===== src/rtl/fe_pipe_ctrl.sv =====
// Fetch/decode pipeline sequencing: merges stall sources, holds flushes across stalls,
// and runs the fence drain / instruction-side invalidate sequence.
module fe_pipe_ctrl #(
    parameter int CNT_W     = 4,
    parameter int DRAIN_MAX = 15
) (
    input  logic       clk,
    input  logic       cpurst,
    input  logic       de_stall,
    input  logic       exe_stall,
    input  logic       memacc_stall,
    input  logic       fet_flush,
    input  logic       branch_predict_err,
    input  logic       mem2wb_exp_ffout,
    input  logic       fence_req,
    input  logic       ex_busy,
    input  logic       mem_busy,
    output logic       pipe_stall,
    output logic       fe2de_clear,
    output logic [1:0] flush_cause,
    output logic       flush_pend,
    output logic       pc_hold,
    output logic       fence_stall,
    output logic       inv_req,
    output logic       fence_done
);

    localparam logic [1:0] S_IDLE  = 2'd0;
    localparam logic [1:0] S_DRAIN = 2'd1;
    localparam logic [1:0] S_SYNC  = 2'd2;
    localparam logic [1:0] S_DONE  = 2'd3;

    localparam logic [CNT_W-1:0] DRAIN_LIM = CNT_W'(DRAIN_MAX);

    logic             stall_any;
    logic [1:0]       live_cause;
    logic [1:0]       pend_cause;
    logic [1:0]       pend_nxt;
    logic [1:0]       eff_cause;
    logic             flush_any;
    logic             in_fence;
    logic [1:0]       state;
    logic [1:0]       state_nxt;
    logic [CNT_W-1:0] cnt;
    logic [CNT_W-1:0] cnt_nxt;

    assign stall_any  = de_stall | exe_stall | memacc_stall;
    assign pipe_stall = stall_any;

    // Cause codes are ordered by priority, so a numeric max picks the winner.
    always_comb begin
        live_cause = 2'b00;
        if (mem2wb_exp_ffout)
            live_cause = 2'b11;
        else if (branch_predict_err)
            live_cause = 2'b10;
        else if (fet_flush)
            live_cause = 2'b01;
    end

    assign eff_cause = (pend_cause > live_cause) ? pend_cause : live_cause;
    assign flush_any = (eff_cause != 2'b00);
    assign in_fence  = (state == S_DRAIN) || (state == S_SYNC);

    always_comb begin
        pend_nxt = pend_cause;
        if (!stall_any)
            pend_nxt = 2'b00;
        else if (live_cause != 2'b00)
            pend_nxt = eff_cause;
    end

    // The FSM keeps running under stall; a live or pending flush aborts the fence.
    always_comb begin
        state_nxt = state;
        cnt_nxt   = cnt;
        case (state)
            S_IDLE: begin
                if (fence_req && !stall_any && !flush_any) begin
                    state_nxt = S_DRAIN;
                    cnt_nxt   = '0;
                end
            end
            S_DRAIN: begin
                cnt_nxt = cnt + CNT_W'(1);
                if (flush_any)
                    state_nxt = S_IDLE;
                else if ((!ex_busy && !mem_busy) || (cnt == DRAIN_LIM))
                    state_nxt = S_SYNC;
            end
            S_SYNC: begin
                state_nxt = flush_any ? S_IDLE : S_DONE;
            end
            S_DONE: begin
                state_nxt = S_IDLE;
            end
            default: begin
                state_nxt = S_IDLE;
            end
        endcase
    end

    always_ff @(posedge clk) begin
        if (cpurst) begin
            state      <= S_IDLE;
            pend_cause <= 2'b00;
            cnt        <= '0;
        end else begin
            state      <= state_nxt;
            pend_cause <= pend_nxt;
            cnt        <= cnt_nxt;
        end
    end

    assign flush_pend  = (pend_cause != 2'b00);
    assign fe2de_clear = !stall_any && (flush_any || in_fence);
    assign flush_cause = stall_any ? 2'b00 : eff_cause;
    assign pc_hold     = in_fence;
    assign fence_stall = in_fence;
    assign inv_req     = (state == S_SYNC) && !flush_any;
    assign fence_done  = (state == S_DONE);

endmodule


===== config.mk =====
export PLATFORM = sky130hd
export DESIGN_NAME = fe_pipe_ctrl
export DESIGN_NICKNAME = d
export VERILOG_FILES = /design/src/rtl/fe_pipe_ctrl.sv
export SDC_FILE = /design/constraint.sdc
export NUM_CORES = 1
export LEC_CHECK = 0
export CAP_MARGIN = 30
export CORE_MARGIN = 2
export CORE_UTILIZATION = 35
export DETAILED_ROUTE_END_ITERATION = 8
export GPL_ROUTABILITY_DRIVEN = 1
export PLACE_DENSITY = 0.65
export RECOVER_POWER = 100
export SETUP_SLACK_MARGIN = 0.1
export SLEW_MARGIN = 40
export SYNTH_ARGS = -nofsm -noshare
export SYNTH_HDL_FRONTEND = slang
export SYNTH_SLANG_ARGS = --single-unit

===== constraint.sdc =====
create_clock -name clk -period 3.4 [get_ports clk]
set_input_delay 1.02 -clock clk [delete_from_list [all_inputs] [get_ports clk]]
set_output_delay 1.02 -clock clk [all_outputs]
set_load 0.02 [all_outputs]

==> run summary <==
PD cells: 289 nW/um2
Filler Cells Inserted: 127
IO buf count: 19
Largest net degree at the start of global routing: 10
H-tree levels: 1
Seq cells post-synth: 8
Synth Flop Type: dfxtp_1
# IOs: 20
Dpl cell area: 1020 um2
Clock Tree Buf Depth: 2
Async set-reset flop share out of synthesis: 0
DR DRC count: 0
Routed vias: 888
CTS tree: done
Syn_nets: 105
Core Util, Final: 0.712
CTS sink cnt: 8
Outcome: completed
RSZ-0062 raised after global routing: true
CP required: 2.38 ns
Synth Warn #: 0
MaxCap Viol Count: 0
Total congestion overflow: 0
Critical Path AT: 2.34 ns
Leakage dissipation: 0.000550 uW
Seq/Total Area, Yosys: 0.236
Fmax: 0.297 GHz
Latest clock arrival within the worst-skew pair: 0.25 ns
DRT Pass-1 Iters: 6
EDFF count, synth: 0
Core ar.: 1780 um2
Post-Route WL: 2.59 mm
Final GP Congestion: 0.836
Crit-path slowest cell: ha_4
Post-Synthesis Cell Area: 678 um2
Crit path max-delay family: compound AO/OA/AOI/OAI gates
Non-Filler Instances: 162
Worst Max-Slew Pin Slew: 0.381 ns
Via density: 5.48
Hold Crit Class: reg -> reg
Global-route wire length before repair: 3.56 mm
P&R area growth vs syn: 87.1%
CTS root buf: clkbuf_4
CP max stage delay: 0.24 ns
Inst Count DP: 145
Finished Cell Area: 1270 um2
Finish-stage setup viols: 0
Fin nets: 159
Maximum vdd ir drop: 207 uV
Synth Instances: 85
Antenna-violating nets left: 0
Commonest non-fill, non-tap cells in the layout: buf_4, o21ai_0, dfxtp_1
Relative slew slack: 0.745
Worst Setup Start Kind: input port
Initial DRC Count: 29
Vias in the first global route: 813
Final Hold Fails: 0
Post-DP HPWL: 1.43 mm
Crit path time final: 3.36 ns
GRT Overall Usage: 0.221
CP Class: in -> out
Share of cells above drive strength 1: 0.445
Commonest non-fill, non-tap cell in the layout: buf_4
Die area: 2310 um2
Die Ht: 48.0 um
Buf/Inv on CP: 2
TritonCTS Buffers: 3
Synthesized area per cell: 7.98 um2
Crit Path Max Fanout: 4
Starting density of the core: 0.380
Synth cell types: 31
Antenna Cells: 0
CP Cell Sequence: buf_8 > nor2_4 > ha_4 > o21ba_4 > o211ai_1 > o21ai_2 > a21oi_2 > buf_6
Die X-Extent: 48.0 um
CP Capture Type: primary output
Final worst path period share: 0.989
Clock-pin slew on the worst setup and hold paths: 0.06 ns
Total Neg Setup Slack: 0 ns
Slew Viols, Final: 0
Overall Power: 366 uW
WL per Instance: 16.0 um
Fin Clk Skew: 0.00827 ns
Initial antenna violation count: 0
Row cnt: 15
[worst min-delay path: cells and delay by family, from the launching register on]
| kind | cells | cell delay [ns] |
|---|---|---|
| flops | 1 | 0.33 |
| compound gates | 2 | 0.14 |
[per-stage QoR]
| step | hold slack (ns) | setup WS (ns) |
|---|---|---|
| 5_1_grt | 0.557 | -0.00330 |
| 6_report | 0.517 | 0.0359 |
| 2_1_floorplan | 0.467 | 0.137 |
| 3_3_place_gp | 0.484 | -0.851 |
| 4_1_cts | 0.511 | 0.103 |
| 3_5_place_dp | 0.500 | -0.870 |
[synthesized netlist by cell type, types with 2 or more instances]
master | count | area share
a21oi_1 | 6 | 0.044
a31oi_1 | 2 | 0.018
nand3_1 | 2 | 0.015
nand2_1 | 2 | 0.011
inv_1 | 7 | 0.039
dfxtp_1 | 8 | 0.24
nand2b_1 | 4 | 0.037
nor2_1 | 9 | 0.050
ha_1 | 9 | 0.17
nor2b_1 | 3 | 0.028
nor3_1 | 5 | 0.037
o21ai_0 | 9 | 0.066
[layout make-up]
cell class              count  area (um2)  share of cell area
repair buffers             52         445               0.351
well taps                  25        31.3              0.0247
multi-input cells          67         583               0.460
clock buffers               3        22.5              0.0178
inverters                   7        26.3              0.0207
flip-flops and latches      8         160               0.126
[cell families (layout without fill, tap and decap cells)]
family | after synthesis | count (layout) | synth area share
flip-flops | 8 | 8 | 0.236
buffers and inverters | 10 | 62 | 0.0720
AO/OA/AOI/OAI | 26 | 26 | 0.244
adder cells (fa/ha/maj) | 9 | 9 | 0.166
AND/OR/NAND/NOR | 32 | 32 | 0.282
[registers in the layout (all words and copies together) (netlist names)]
| signal | count |
|---|---|
| pend_cause | 2 |
| cnt | 4 |
| state | 2 |
[per-layer routing]
layer	wire, um	vias up	GRT usage
met2	1270	43	0.384
met1	1090	417	0.287
met3	146	12	0.0566
met5	0	-	0
li1	-	416	-
met4	83	0	0.0162
[what timing repair did]
action	4_1_cts	5_1_grt
resized for setup	49	13
setup buffers	11	3
hold buffers	0	0
endpoints found under the setup margin	5	11
pin swaps	8	8
[power by group]
group	switching [uW]	internal [uW]	total (uW)
Sequential	3.66	98.1	102
Clock	31.7	40.4	72.1
Combinational	85.4	107	192
[worst paths after layout]
| kind | slack, ns | cells after the start | from | endpoint |
|---|---|---|---|---|
| setup reg to reg | 0.54 | 17 | pend_cause[1] | state[1] |
| hold / removal | 0.52 | 2 | cnt[0] | cnt[0] |
| setup / recovery | 0.04 | 8 | mem2wb_exp_ffout | fe2de_clear |
| hold reg to reg | 0.52 | 2 | cnt[0] | cnt[0] |
Power figures use the tool's default switching activity.
